===== config.mk =====
export PLATFORM = sky130hd
export DESIGN_NAME = gpu_vga_timing
export DESIGN_NICKNAME = d
export VERILOG_FILES = /design/src/rtl/gpu_vga_pkg.sv /design/src/rtl/gpu_sync_delay.sv /design/src/rtl/gpu_vga_timing.sv
export SDC_FILE = /design/constraint.sdc
export NUM_CORES = 1
export LEC_CHECK = 0
export CELL_PAD_IN_SITES_DETAIL_PLACEMENT = 1
export CELL_PAD_IN_SITES_GLOBAL_PLACEMENT = 1
export CORE_MARGIN = 8
export CORE_UTILIZATION = 43
export CTS_BUF_LIST = sky130_fd_sc_hd__clkbuf_8 sky130_fd_sc_hd__clkbuf_16
export CTS_CLUSTER_SIZE = 14
export DETAILED_ROUTE_END_ITERATION = 7
export PLACE_DENSITY = 0.88
export SKIP_LAST_GASP = 1
export SYNTH_ARGS = -nofsm -noshare
export SYNTH_HDL_FRONTEND = slang
export SYNTH_SLANG_ARGS = --single-unit

===== constraint.sdc =====
create_clock -name clk -period 2.05 [get_ports clk]
set_input_delay 0.205 -clock clk [delete_from_list [all_inputs] [get_ports clk]]
set_output_delay 0.205 -clock clk [all_outputs]
set_load 0.005 [all_outputs]

===== src/rtl/gpu_vga_pkg.sv =====
// Shared timing constants and types for the VGA raster generator.
// Defaults describe 800x600@60 with a 40 MHz pixel clock.
package gpu_vga_pkg;

  localparam int COORD_W = 10;
  localparam int HCNT_W  = 11;

  localparam int DEF_H_VISIBLE = 800;
  localparam int DEF_H_FRONT   = 40;
  localparam int DEF_H_SYNC    = 128;
  localparam int DEF_H_BACK    = 88;
  localparam int DEF_V_VISIBLE = 600;
  localparam int DEF_V_FRONT   = 1;
  localparam int DEF_V_SYNC    = 4;
  localparam int DEF_V_BACK    = 23;

  localparam int DEF_H_TOTAL    = DEF_H_VISIBLE + DEF_H_FRONT + DEF_H_SYNC + DEF_H_BACK;
  localparam int DEF_V_TOTAL    = DEF_V_VISIBLE + DEF_V_FRONT + DEF_V_SYNC + DEF_V_BACK;
  localparam int DEF_HSYNC_BEG  = DEF_H_VISIBLE + DEF_H_FRONT;
  localparam int DEF_HSYNC_END  = DEF_HSYNC_BEG + DEF_H_SYNC;
  localparam int DEF_VSYNC_BEG  = DEF_V_VISIBLE + DEF_V_FRONT;
  localparam int DEF_VSYNC_END  = DEF_VSYNC_BEG + DEF_V_SYNC;

  typedef struct packed {
    logic hsync;
    logic vsync;
    logic blank;
  } sync_t;

  function automatic sync_t sync_idle(input logic pol);
    return '{hsync: ~pol, vsync: ~pol, blank: 1'b1};
  endfunction

endpackage


===== src/rtl/gpu_sync_delay.sv =====
// Enable-gated shift register that delays hsync/vsync/blank so they stay
// aligned with the downstream layer pipeline.
module gpu_sync_delay
  import gpu_vga_pkg::*;
#(
  parameter int   DEPTH    = 1,
  parameter logic SYNC_POL = 1'b1
) (
  input  logic  clk,
  input  logic  rst,
  input  logic  en,
  input  sync_t din,
  output sync_t dout
);

  localparam sync_t IDLE = sync_idle(SYNC_POL);

  generate
    if (DEPTH == 0) begin : g_bypass
      logic unused_ctrl;
      assign unused_ctrl = clk ^ rst ^ en;
      assign dout = din;
    end else begin : g_pipe
      sync_t stage [DEPTH];

      always_ff @(posedge clk or posedge rst) begin
        if (rst) begin
          for (int i = 0; i < DEPTH; i++) stage[i] <= IDLE;
        end else if (en) begin
          stage[0] <= din;
          for (int i = 1; i < DEPTH; i++) stage[i] <= stage[i-1];
        end
      end

      assign dout = stage[DEPTH-1];
    end
  endgenerate

endmodule


===== src/rtl/gpu_vga_timing.sv =====
// Raster position and VGA sync generator; row/col feed the overlay layers,
// delayed sync/blank feed the DAC.
module gpu_vga_timing
  import gpu_vga_pkg::*;
#(
  parameter int   H_VISIBLE  = DEF_H_VISIBLE,
  parameter int   H_FRONT    = DEF_H_FRONT,
  parameter int   H_SYNC     = DEF_H_SYNC,
  parameter int   H_BACK     = DEF_H_BACK,
  parameter int   V_VISIBLE  = DEF_V_VISIBLE,
  parameter int   V_FRONT    = DEF_V_FRONT,
  parameter int   V_SYNC     = DEF_V_SYNC,
  parameter int   V_BACK     = DEF_V_BACK,
  parameter logic SYNC_POL   = 1'b1,
  parameter int   PIPE_DELAY = 1
) (
  input  logic               clk,
  input  logic               rst,
  input  logic               pix_en,
  output logic [COORD_W-1:0] row,
  output logic [COORD_W-1:0] col,
  output logic               active,
  output logic               frame_start,
  output logic               line_start,
  output logic               hsync,
  output logic               vsync,
  output logic               blank
);

  localparam int H_TOTAL = H_VISIBLE + H_FRONT + H_SYNC + H_BACK;
  localparam int V_TOTAL = V_VISIBLE + V_FRONT + V_SYNC + V_BACK;

  localparam logic [HCNT_W-1:0]  H_VIS   = HCNT_W'(H_VISIBLE);
  localparam logic [HCNT_W-1:0]  H_LAST  = HCNT_W'(H_TOTAL - 1);
  localparam logic [HCNT_W-1:0]  HS_BEG  = HCNT_W'(H_VISIBLE + H_FRONT);
  localparam logic [HCNT_W-1:0]  HS_FIN  = HCNT_W'(H_VISIBLE + H_FRONT + H_SYNC);
  localparam logic [COORD_W-1:0] V_VIS   = COORD_W'(V_VISIBLE);
  localparam logic [COORD_W-1:0] V_LAST  = COORD_W'(V_TOTAL - 1);
  localparam logic [COORD_W-1:0] VS_BEG  = COORD_W'(V_VISIBLE + V_FRONT);
  localparam logic [COORD_W-1:0] VS_FIN  = COORD_W'(V_VISIBLE + V_FRONT + V_SYNC);

  generate
    if (H_VISIBLE > 1023 || V_TOTAL > 1023 || PIPE_DELAY < 0 || PIPE_DELAY > 4) begin : g_param_check
      $error("gpu_vga_timing: H_VISIBLE/V_TOTAL must fit 10 bits and PIPE_DELAY must be 0..4");
    end
  endgenerate

  logic [HCNT_W-1:0]  h_cnt;
  logic [COORD_W-1:0] v_cnt;
  logic               vis;
  logic               h_zero;
  logic               v_zero;
  sync_t              raw;
  sync_t              dly;

  assign vis    = (h_cnt < H_VIS) && (v_cnt < V_VIS);
  assign h_zero = (h_cnt == '0);
  assign v_zero = (v_cnt == '0);

  // vsync is decoded from v_cnt only, so it can change just when the line wraps
  assign raw = '{
    hsync: ((h_cnt >= HS_BEG) && (h_cnt < HS_FIN)) ? SYNC_POL : ~SYNC_POL,
    vsync: ((v_cnt >= VS_BEG) && (v_cnt < VS_FIN)) ? SYNC_POL : ~SYNC_POL,
    blank: ~vis
  };

  always_ff @(posedge clk or posedge rst) begin
    if (rst) begin
      h_cnt <= '0;
      v_cnt <= '0;
    end else if (pix_en) begin
      if (h_cnt == H_LAST) begin
        h_cnt <= '0;
        v_cnt <= (v_cnt == V_LAST) ? '0 : v_cnt + 1'b1;
      end else begin
        h_cnt <= h_cnt + 1'b1;
      end
    end
  end

  gpu_sync_delay #(
    .DEPTH    (PIPE_DELAY),
    .SYNC_POL (SYNC_POL)
  ) u_sync_delay (
    .clk  (clk),
    .rst  (rst),
    .en   (pix_en),
    .din  (raw),
    .dout (dly)
  );

  // Outputs present the pre-edge position; pulses drop on disabled edges
  always_ff @(posedge clk or posedge rst) begin
    if (rst) begin
      row         <= '0;
      col         <= '0;
      active      <= 1'b0;
      frame_start <= 1'b0;
      line_start  <= 1'b0;
      hsync       <= ~SYNC_POL;
      vsync       <= ~SYNC_POL;
      blank       <= 1'b1;
    end else if (pix_en) begin
      row         <= vis ? v_cnt : '0;
      col         <= vis ? h_cnt[COORD_W-1:0] : '0;
      active      <= vis;
      frame_start <= h_zero && v_zero;
      line_start  <= h_zero;
      hsync       <= dly.hsync;
      vsync       <= dly.vsync;
      blank       <= dly.blank;
    end else begin
      frame_start <= 1'b0;
      line_start  <= 1'b0;
    end
  end

endmodule


# Yosys cells after proc, flatten, opt, wreduce, memory -nomap -nowiden
# Index checks and enable logic that the tools add are counted.
totals:
  ram_bits: 0
  mem_count: 0
  regBits: 50
  output_inout_bits: 26
  word_cells: 39
  latch_bits: 0
  rom_bits: 0
classes:
  magnitude_cmp: 6
  n_shift: 0
  n_bitwise: 1
  muxes: 8
  mul: 0
  div_mod_pow: 0
  n_reduce_logical: 7
  n_addsub: 2
  eq_ne: 2
op_table:
  columns: ["operator", "count"]
  rows:
  - ["2-to-1 mux 10 bit", 3]
  - ["less-than comparator 11 x 10 -> 1 bit, second input constant", 2]
  - ["less-than comparator 10 bit, second input constant", 2]
  - ["adder 11 x 1 -> 11 bit, second input constant", 1]
  - ["equality test 11 bit, second input constant", 1]
  - [">= comparator 11 x 10 -> 1 bit, second input constant", 1]
  - ["logical NOT 11 bit", 1]
  - ["2-to-1 mux 11 bit", 1]
  - ["adder 10 x 1 -> 10 bit, second input constant", 1]
  - ["equality test 10 bit, second input constant", 1]
  - [">= comparator 10 bit, second input constant", 1]
  - ["logical NOT 10 bit", 1]
  - ["logical AND 1 bit", 4]
  - ["2-to-1 mux 1 bit", 4]
  - ["AND reduction 2 bit", 1]
  - ["NOT 1 bit", 1]

# Longest topological paths before layout
# Gate-level depths: netlist of the first run.
depth:
  ltp_word: 3
  mapped_depth: 6
  ltp_nobuf: 5

# Modules after synthesis
# From an unflattened synthesis of the first run, not the netlist that was laid out.
hier_totals:
  hier_cells: 207
  hier_area_um2: 2343.5
by_module_without_submodules:
  columns: ["module", "area_each_um2", "cells_per_inst", "n_inst"]
  rows:
  - ["gpu_vga_timing", 2229.6, 200, 1]
  - ["gpu_sync_delay", 113.9, 7, 1]

# Least setup slack after synthesis of the first run
# No wires, ideal clock.
synth_timing:
  path_kind: "flip-flop to flip-flop"
  from: "register h_cnt[5]"
  to: "register v_cnt[9]"
  stages_incl_launch_ff: 5
  setup_slack_ns: 0.398
  setup_time_ns: 0.069
  t_arrival_ns: 1.583
  path_cell_list: "dfrtp_1 or3_4 nand4b_4 or4_1 nand3_1"
synth_between:
  elab_chain_len: 2
synth_lines:
  columns: ["item", "line_no", "text"]
  rows:
  - ["start: declaration", "gpu_vga_timing.sv:48", "logic [HCNT_W-1:0] h_cnt;"]
  - ["start signal: assignment", "gpu_vga_timing.sv:76", "h_cnt <= h_cnt + 1'b1;"]
  - ["equality test 11 bit", "gpu_vga_timing.sv:72", "if (h_cnt == H_LAST) begin"]
  - ["AND reduction 2 bit (no source line)", null, null]
  - ["end signal: assignment", "gpu_vga_timing.sv:74", "v_cnt <= (v_cnt == V_LAST) ? '0 : v_cnt + 1'b1;"]
  - ["end: declaration", "gpu_vga_timing.sv:49", "logic [COORD_W-1:0] v_cnt;"]
# No other way between the ends.
# A chain may end at the register's enable or synchronous reset.

# Worst setup path after layout of the first run
layout_timing:
  from: "register h_cnt[1]"
  to: "register v_cnt[8]"
# Same word-level chain as after synthesis.

==> results of run 1 <==
-- placed cells by master, fill, tap and decap left out, types with 3 or more instances in the layout --
cell	netlist	layout
nor3_1	3	3
xnor2_1	7	7
xor2_1	6	6
clkbuf_8	0	5
buf_4	0	8
dfrtp_1	48	48
mux2_2	3	3
a22o_1	19	19
and3_1	6	6
o21ai_0	5	5
nor2_1	14	14
and2_1	4	4
nand2_1	11	11
ha_1	5	5
inv_1	10	9
and4_1	3	3
clkdlybuf4s50_1	0	28
nand3_1	9	9
o31ai_1	3	3
-- worst max-delay path: cells and delay by family (launching register included) --
| family | cells | cell delay (ps) |
|---|---|---|
| XOR/XNOR | 1 | 170 |
| adder cells (fa/ha/maj) | 1 | 210 |
| buffers and inverters | 1 | 200 |
| flip-flops | 1 | 450 |
| AND/OR/NAND/NOR | 3 | 750 |
-- flip-flops by register name, summed over array words and instances, names as in the netlist --
register,count
col,10
vsync,1
h_cnt,11
line_start,1
v_cnt,10
u_sync_delay.dout,3
frame_start,1
blank,1
row,10
active,1
hsync,1
-- metrics by stage --
stage	util (%)	worst slack [ps]	instance area, µm²
after floorplan	-	398	2240
after global placement	51.9	218	2640
after detailed placement	51.9	118	2640
after CTS	54.2	177	2750
after global routing	54.2	27.4	2750
final	54.2	188	2750
-- routing by layer --
layer | part of all wire, % | wire, µm | global-route usage [%] | vias up
li1 | - | - | - | 770
met2 | 50 | 2860 | 26.8 | 32
met5 | 0 | 0 | 0 | -
met3 | 2.9 | 169 | 2.41 | 11
met4 | 2.3 | 131 | 7.53 | 0
met1 | 45 | 2570 | 20.3 | 874
-- how the worst max path moves through the flow --
stage | depth (start not counted) | endpoint | from | slack (ps)
after floorplan | 4 | v_cnt[9] | h_cnt[5] | 400
after global placement | 6 | v_cnt[8] | pix_en | 220
after detailed placement | 6 | v_cnt[2] | pix_en | 120
after CTS | 6 | v_cnt[2] | h_cnt[1] | 180
after global routing | 6 | v_cnt[8] | h_cnt[1] | 30
final | 6 | v_cnt[8] | h_cnt[1] | 190
-- logic make-up (layout without fill, tap and decap cells) --
logic type	count (synthesis)	after routing
flops	50	50
fa+ha+maj	5	5
mux	5	5
buf+inv	19	54
xor+xnor	13	13
compound gates	40	40
simple gates	65	65
-- cell type report --
type	count	share of cell area, %
multi-input combinational	128	33.3
sequential	50	45.6
clock inverter	3	1.64
clock buffer	5	2.50
timing repair buffer	36	12.4
tap	70	3.18
inverter	10	1.36
-- report_power, final --
part | switching, µW | internal [µW]
Clock | 324 | 363
Sequential | 166 | 1110
Combinational | 188 | 249
==> impl_summary.log, run 1 <==
[metrics] status: complete, no violations
[metrics] xor-xnor portion of the synthesized cell area: 5.07%
[metrics] Crit Reg-Reg Endpoint: v_cnt[8]
[metrics] FF-to-FF path depth: 6
[metrics] sum of routed wire length over all layers: 5730 µm
[metrics] Hold Fails Final Rpt: 0
[metrics] RSZ-0062 raised after global routing: false
[metrics] arrival time of the worst setup path: 2090 ps
[metrics] Tmin final: 1860 ps
[metrics] sequential cell area: 1250 µm²
[metrics] synthesis-to-finish area growth: 22.5%
[metrics] WL per Instance: 19.0 µm
[metrics] area of the multi-input gates: 917 µm²
[metrics] path type of the worst setup path: flip-flop to flip-flop
[metrics] Clk Latency, worst-skew pair: 310 ps
[metrics] Peak supply drop: 0.475 mV
[metrics] count of unresolved DRC violations after routing: 0
[metrics] Slowest Stage Delay on Critical Path: 450 ps
[metrics] cell chain of the critical path: ha_1, and4_1, nand4b_4, buf_4, nor3_1, xor2_1
[metrics] sequential cell area fraction in the yosys report: 55.9%
[metrics] total global-route track usage: 16.2%
[metrics] number of DRC violations after detailed-routing iteration 0: 69
[metrics] critical path fanouts, max: 12
[metrics] most repeated cell in the gate-level netlist after synthesis: dfrtp_1
[metrics] total clock sinks: 50
[metrics] clock tree from TritonCTS: built
[metrics] adder and majority cell fraction of the synthesized area: 2.79%
[metrics] count of antenna diodes in the layout: 0
[metrics] measured slew at the worst slew-check pin: 713 ps
[metrics] final weighted congestion in routability-driven placement: 0.841
[metrics] leakage power summed over all cells: 0.00127 µW
[metrics] layout net count: 239
[metrics] largest family of logic cells by synthesized area: simple AND/OR/NAND/NOR gates
[metrics] launch point of the worst reg-to-reg path: h_cnt[1]
[metrics] Final setup violation count: 0
[metrics] max-cap check violation count: 0
[metrics] floorplan die height: 88.3 µm
[metrics] fraction of synthesis flops using an asynchronous set or reset pin: 100%
[metrics] count of synthesis-stage warnings from yosys: 0
[metrics] number of buffers inserted by port buffering: 28
[metrics] length of the first detailed-routing pass in iterations: 4
[metrics] share of synthesized area spent on multiplexers: 2.40%
[metrics] number of nets in the synthesized netlist: 205
[metrics] starting utilization of the core area: 44.2%
[metrics] hold buffer count at CTS: 0
[metrics] period utilisation layout: 90.8%
[metrics] # fillers: 560
[metrics] wire length of the first global-routing pass: 9620 µm
[metrics] GR Overflow Total: 0
[metrics] final hold slack: 200 ps
[metrics] Yosys top cell area share: 53.5%
[metrics] flip-flop cell with the highest count after synthesis: dfrtp_1
[metrics] standard-cell rows: 26
[metrics] I/O pins: 29
[metrics] Critical Path End Type: flip-flop
[metrics] Core Area: 5070 µm²
[metrics] HPWL after detailed placement: 4140 µm
[metrics] worst slew margin relative to its limit: 52.4%
[metrics] number of distinct standard cells referenced by the synthesized netlist: 42
[metrics] netlist area before placement: 2240 µm²
[metrics] fraction of layout instances using a drive strength above 1: 11.2%
[metrics] simple-gate share of the synthesized area: 16.6%
[metrics] Die Span X: 88.3 µm
[metrics] total power density per cell area: 874 nW/µm²
[metrics] slowest cell on the critical path: dfrtp_1
[metrics] total count of max-transition violations in the final report: 0
[metrics] largest clock skew in the final design: 9.93 ps
[metrics] cell type with the highest aggregate area in the netlist: dfrtp_1
[metrics] vias per cell: 5.59
[metrics] count of vias placed by the detailed router: 1687
[metrics] largest cells by area after synthesis: dfrtp_1 (54%), a22o_1 (7.4%), ha_1 (2.8%), xnor2_1 (2.7%), dfstp_2 (2.3%)
[metrics] number of global-route vias before repair: 1867
[metrics] setup repair bufs after CTS: 0
[metrics] Clk pin slew, worst setup/hold paths: 90 ps
[metrics] buffer depth of the longest clock path: 2
[metrics] cells resized by post-CTS repair: 0
[metrics] largest net degree at the start of global routing: 23
[metrics] fmax: 537 MHz
[metrics] cell at the root of the clock tree: clkbuf_8
[metrics] Power, Total: 2400 µW
[metrics] count of antenna-violating nets left after detailed routing: 0
[metrics] worst hold path class: input pin to asynchronous set/reset pin
[metrics] commonest cells in the synthesized netlist: dfrtp_1 (48), a22o_1 (19), nor2_1 (14)
[metrics] total CTS buffers: 5
[metrics] number of enable-type register cells in the synthesized netlist: 0
[metrics] final cell count without fillers: 302
[metrics] post-placement cell count: 294
[metrics] FF-to-FF setup slack: 190 ps
[metrics] compound-gate portion of the synthesized area: 14.0%
[metrics] die outline area: 7790 µm²
[metrics] required time at the worst-slack endpoint: 2280 ps
[metrics] number of flip-flops and latches in the synthesized netlist: 50
[metrics] mean instance size in the synthesized netlist: 11.4 µm²
[metrics] level count of the clock H-tree: 2
[metrics] sum of negative setup slack: 0 ps
[metrics] initial antenna violation count: 0
[metrics] cell count after synthesis: 197
[metrics] element type at the critical path start: flip-flop
Power figures use the tool's default switching activity.
==> run 2, diff against run 1 <==
--- a/config.mk
+++ b/config.mk
@@ -7,12 +7,11 @@
 export LEC_CHECK = 0
 export CELL_PAD_IN_SITES_DETAIL_PLACEMENT = 1
 export CELL_PAD_IN_SITES_GLOBAL_PLACEMENT = 1
-export CORE_MARGIN = 8
-export CORE_UTILIZATION = 43
+export CORE_UTILIZATION = 34
 export CTS_BUF_LIST = sky130_fd_sc_hd__clkbuf_8 sky130_fd_sc_hd__clkbuf_16
 export CTS_CLUSTER_SIZE = 14
 export DETAILED_ROUTE_END_ITERATION = 7
-export PLACE_DENSITY = 0.88
+export PLACE_DENSITY = 0.74
 export SKIP_LAST_GASP = 1
 export SYNTH_ARGS = -nofsm -noshare
 export SYNTH_HDL_FRONTEND = slang
==> run 2 against run 1 <==
  * Core utilization down 11 points
  * Non-clock buffer count down 2
  * First-iteration DRC count up 14%
  * Clock power decreased by 16%
  * Power down 6.6%
  * Wire length decreased by 14%
  * Final cell count rose by 1.7%
  * Hold slack gained 51 ps
  * Critical path depth unchanged
  * Largest cell class unchanged
  * Critical path type unchanged
  * Die area shrank 11%
==> impl_summary.log, run 2 (synthesis gave the netlist of run 1 again) <==
[metrics] measured slew at the worst slew-check pin: 716 ps
[metrics] level count of the clock H-tree: 2
[metrics] FF-to-FF setup slack: 300 ps
[metrics] number of global-route vias before repair: 1784
[metrics] buffers and inverters on the worst path: 1
[metrics] hold buffer count at CTS: 0
[metrics] clock tree from TritonCTS: built
[metrics] die outline area: 6930 µm²
[metrics] arrival time of the worst setup path: 1990 ps
[metrics] element type at the critical path start: flip-flop
[metrics] critical path fanouts, max: 13
[metrics] count of unresolved DRC violations after routing: 0
[metrics] count of vias placed by the detailed router: 1624
[metrics] Comb pwr share: 18.5%
[metrics] Final setup violation count: 0
[metrics] largest clock skew in the final design: 9.34 ps
[metrics] most frequent cells in the layout: dfrtp_1 (48), clkdlybuf4s50_1 (28), a22o_1 (19), nor2_1 (14), nand2_1 (11)
[metrics] net switching fraction of the power: 28.7%
[metrics] launch point of the worst reg-to-reg path: h_cnt[0]
[metrics] final weighted congestion in routability-driven placement: 0.780
[metrics] number of DRC violations after detailed-routing iteration 0: 79
[metrics] number of buffers inserted by port buffering: 28
[metrics] cell at the root of the clock tree: clkbuf_8
[metrics] max-cap check violation count: 0
[metrics] Cell Area, Placed: 2640 µm²
[metrics] floorplan die height: 83.3 µm
[metrics] Worst Setup Slack post-DPL: 172 ps
[metrics] FF-to-FF path depth: 6
[metrics] Die Span X: 83.3 µm
[metrics] GR Overflow Total: 0
[metrics] sum of negative setup slack: 0 ps
[metrics] reported net switching power: 645 µW
[metrics] worst slew margin relative to its limit: 52.2%
[metrics] sum of routed wire length over all layers: 4950 µm
[metrics] largest net degree at the start of global routing: 28
[metrics] cell chain of the critical path: ha_1, and4_1, nand4b_4, buf_4, or3_1, nand3_1
[metrics] HPWL after detailed placement: 3570 µm
[metrics] worst hold path class: input pin to asynchronous set/reset pin
[metrics] Critical Path End Type: flip-flop
[metrics] RSZ-0062 raised after global routing: false
[metrics] layout net count: 237
[metrics] Clk Latency, worst-skew pair: 310 ps
[metrics] path type of the worst setup path: flip-flop to flip-flop
[metrics] required time at the worst-slack endpoint: 2290 ps
[metrics] period utilisation layout: 85.4%
[metrics] post-route cell area: 2740 µm²
[metrics] synthesis-to-finish area growth: 22.0%
[metrics] share of power burned in the clock network: 25.7%
[metrics] Tmin final: 1750 ps
[metrics] status: complete, no violations
[metrics] relative contribution of sequential cells to total power: 55.8%
[metrics] buffer depth of the longest clock path: 2
[metrics] cell type group with the largest total delay on the critical path: simple AND/OR/NAND/NOR gates
[metrics] final critical-path setup slack: 299 ps
[metrics] standard-cell rows: 29
[metrics] Clk pin slew, worst setup/hold paths: 100 ps
[metrics] leakage power summed over all cells: 0.00126 µW
[metrics] count of antenna-violating nets left after detailed routing: 0
[metrics] Slowest Stage Delay on Critical Path: 460 ps
[metrics] total clock sinks: 50
[metrics] most frequent standard cell in the layout excluding fill and tap cells: dfrtp_1
[metrics] total CTS buffers: 5
[metrics] total power density per cell area: 820 nW/µm²
[metrics] length of the first detailed-routing pass in iterations: 4
[metrics] total global-route track usage: 16.0%
[metrics] Crit Reg-Reg Endpoint: v_cnt[5]
[metrics] WL per Instance: 16.1 µm
[metrics] total count of max-transition violations in the final report: 0
[metrics] starting utilization of the core area: 35.3%
[metrics] wire length of the first global-routing pass: 8960 µm
[metrics] register with the most flip-flops: h_cnt
[metrics] final hold slack: 251 ps
[metrics] fraction of layout instances using a drive strength above 1: 10.9%
[metrics] I/O pins: 29
[metrics] fmax: 571 MHz
[metrics] Hold Fails Final Rpt: 0
[metrics] count of antenna diodes in the layout: 0
[metrics] Core Area: 6350 µm²
[metrics] slowest cell on the critical path: dfrtp_1
[metrics] initial antenna violation count: 0
[metrics] Peak supply drop: 0.369 mV
[metrics] Cell Int Power: 1600 µW
[metrics] number of flip-flops under the largest register name: 11
[metrics] vias per cell: 5.29
[run 2: power groups by stage]
| stage | Sequential (µW) | Clock [µW] | Combinational, µW |
|---|---|---|---|
| floorplan | 1250 | 0 | 212 |
| global placement | 1270 | 0 | 404 |
| detailed placement | 1270 | 0 | 418 |
| CTS | 1260 | 596 | 422 |
| global route | 1280 | 635 | 459 |
| finish | 1250 | 577 | 414 |
[run 2: worst max path at each step]
stage | slack [ps] | to | startpoint | cells past startpoint
floorplan | 400 | v_cnt[9] | h_cnt[5] | 4
global placement | 170 | row[4] | pix_en | 6
detailed placement | 170 | row[4] | pix_en | 6
CTS | 220 | frame_start | h_cnt[6] | 4
global route | 110 | v_cnt[2] | h_cnt[0] | 6
finish | 300 | v_cnt[5] | h_cnt[0] | 6
[run 2: area by class of cell]
type / instances / area, µm²
Sequential cell: 50 / 1250
Tap cell: 77 / 96.3
Fill cell: 689 / 3610
Multi-Input combinational cell: 128 / 923
Inverter: 10 / 37.5
Clock buffer: 5 / 68.8
Timing Repair Buffer: 34 / 338
Clock inverter: 3 / 21.3
[run 2: what timing repair did]
item | in CTS | in global routing
resized for setup | 0 | 1
buffers inserted | 0 | 0
endpoints found under the setup margin | 0 | 1
[run 2: per-layer routing]
layer	GRT usage, %	part of all wire [%]
met1	22.8	50
met2	24.6	46
met3	2.88	2.0
met4	5.33	1.5
met5	0	0
[run 2: per-stage QoR]
stage,utilization (%),std cells,power (µW)
final,43.1,307,2250
after global routing,43.1,307,2370
after CTS,43.0,307,2270
after detailed placement,41.6,299,1690
after global placement,41.6,299,1680
after floorplan,-,197,1460
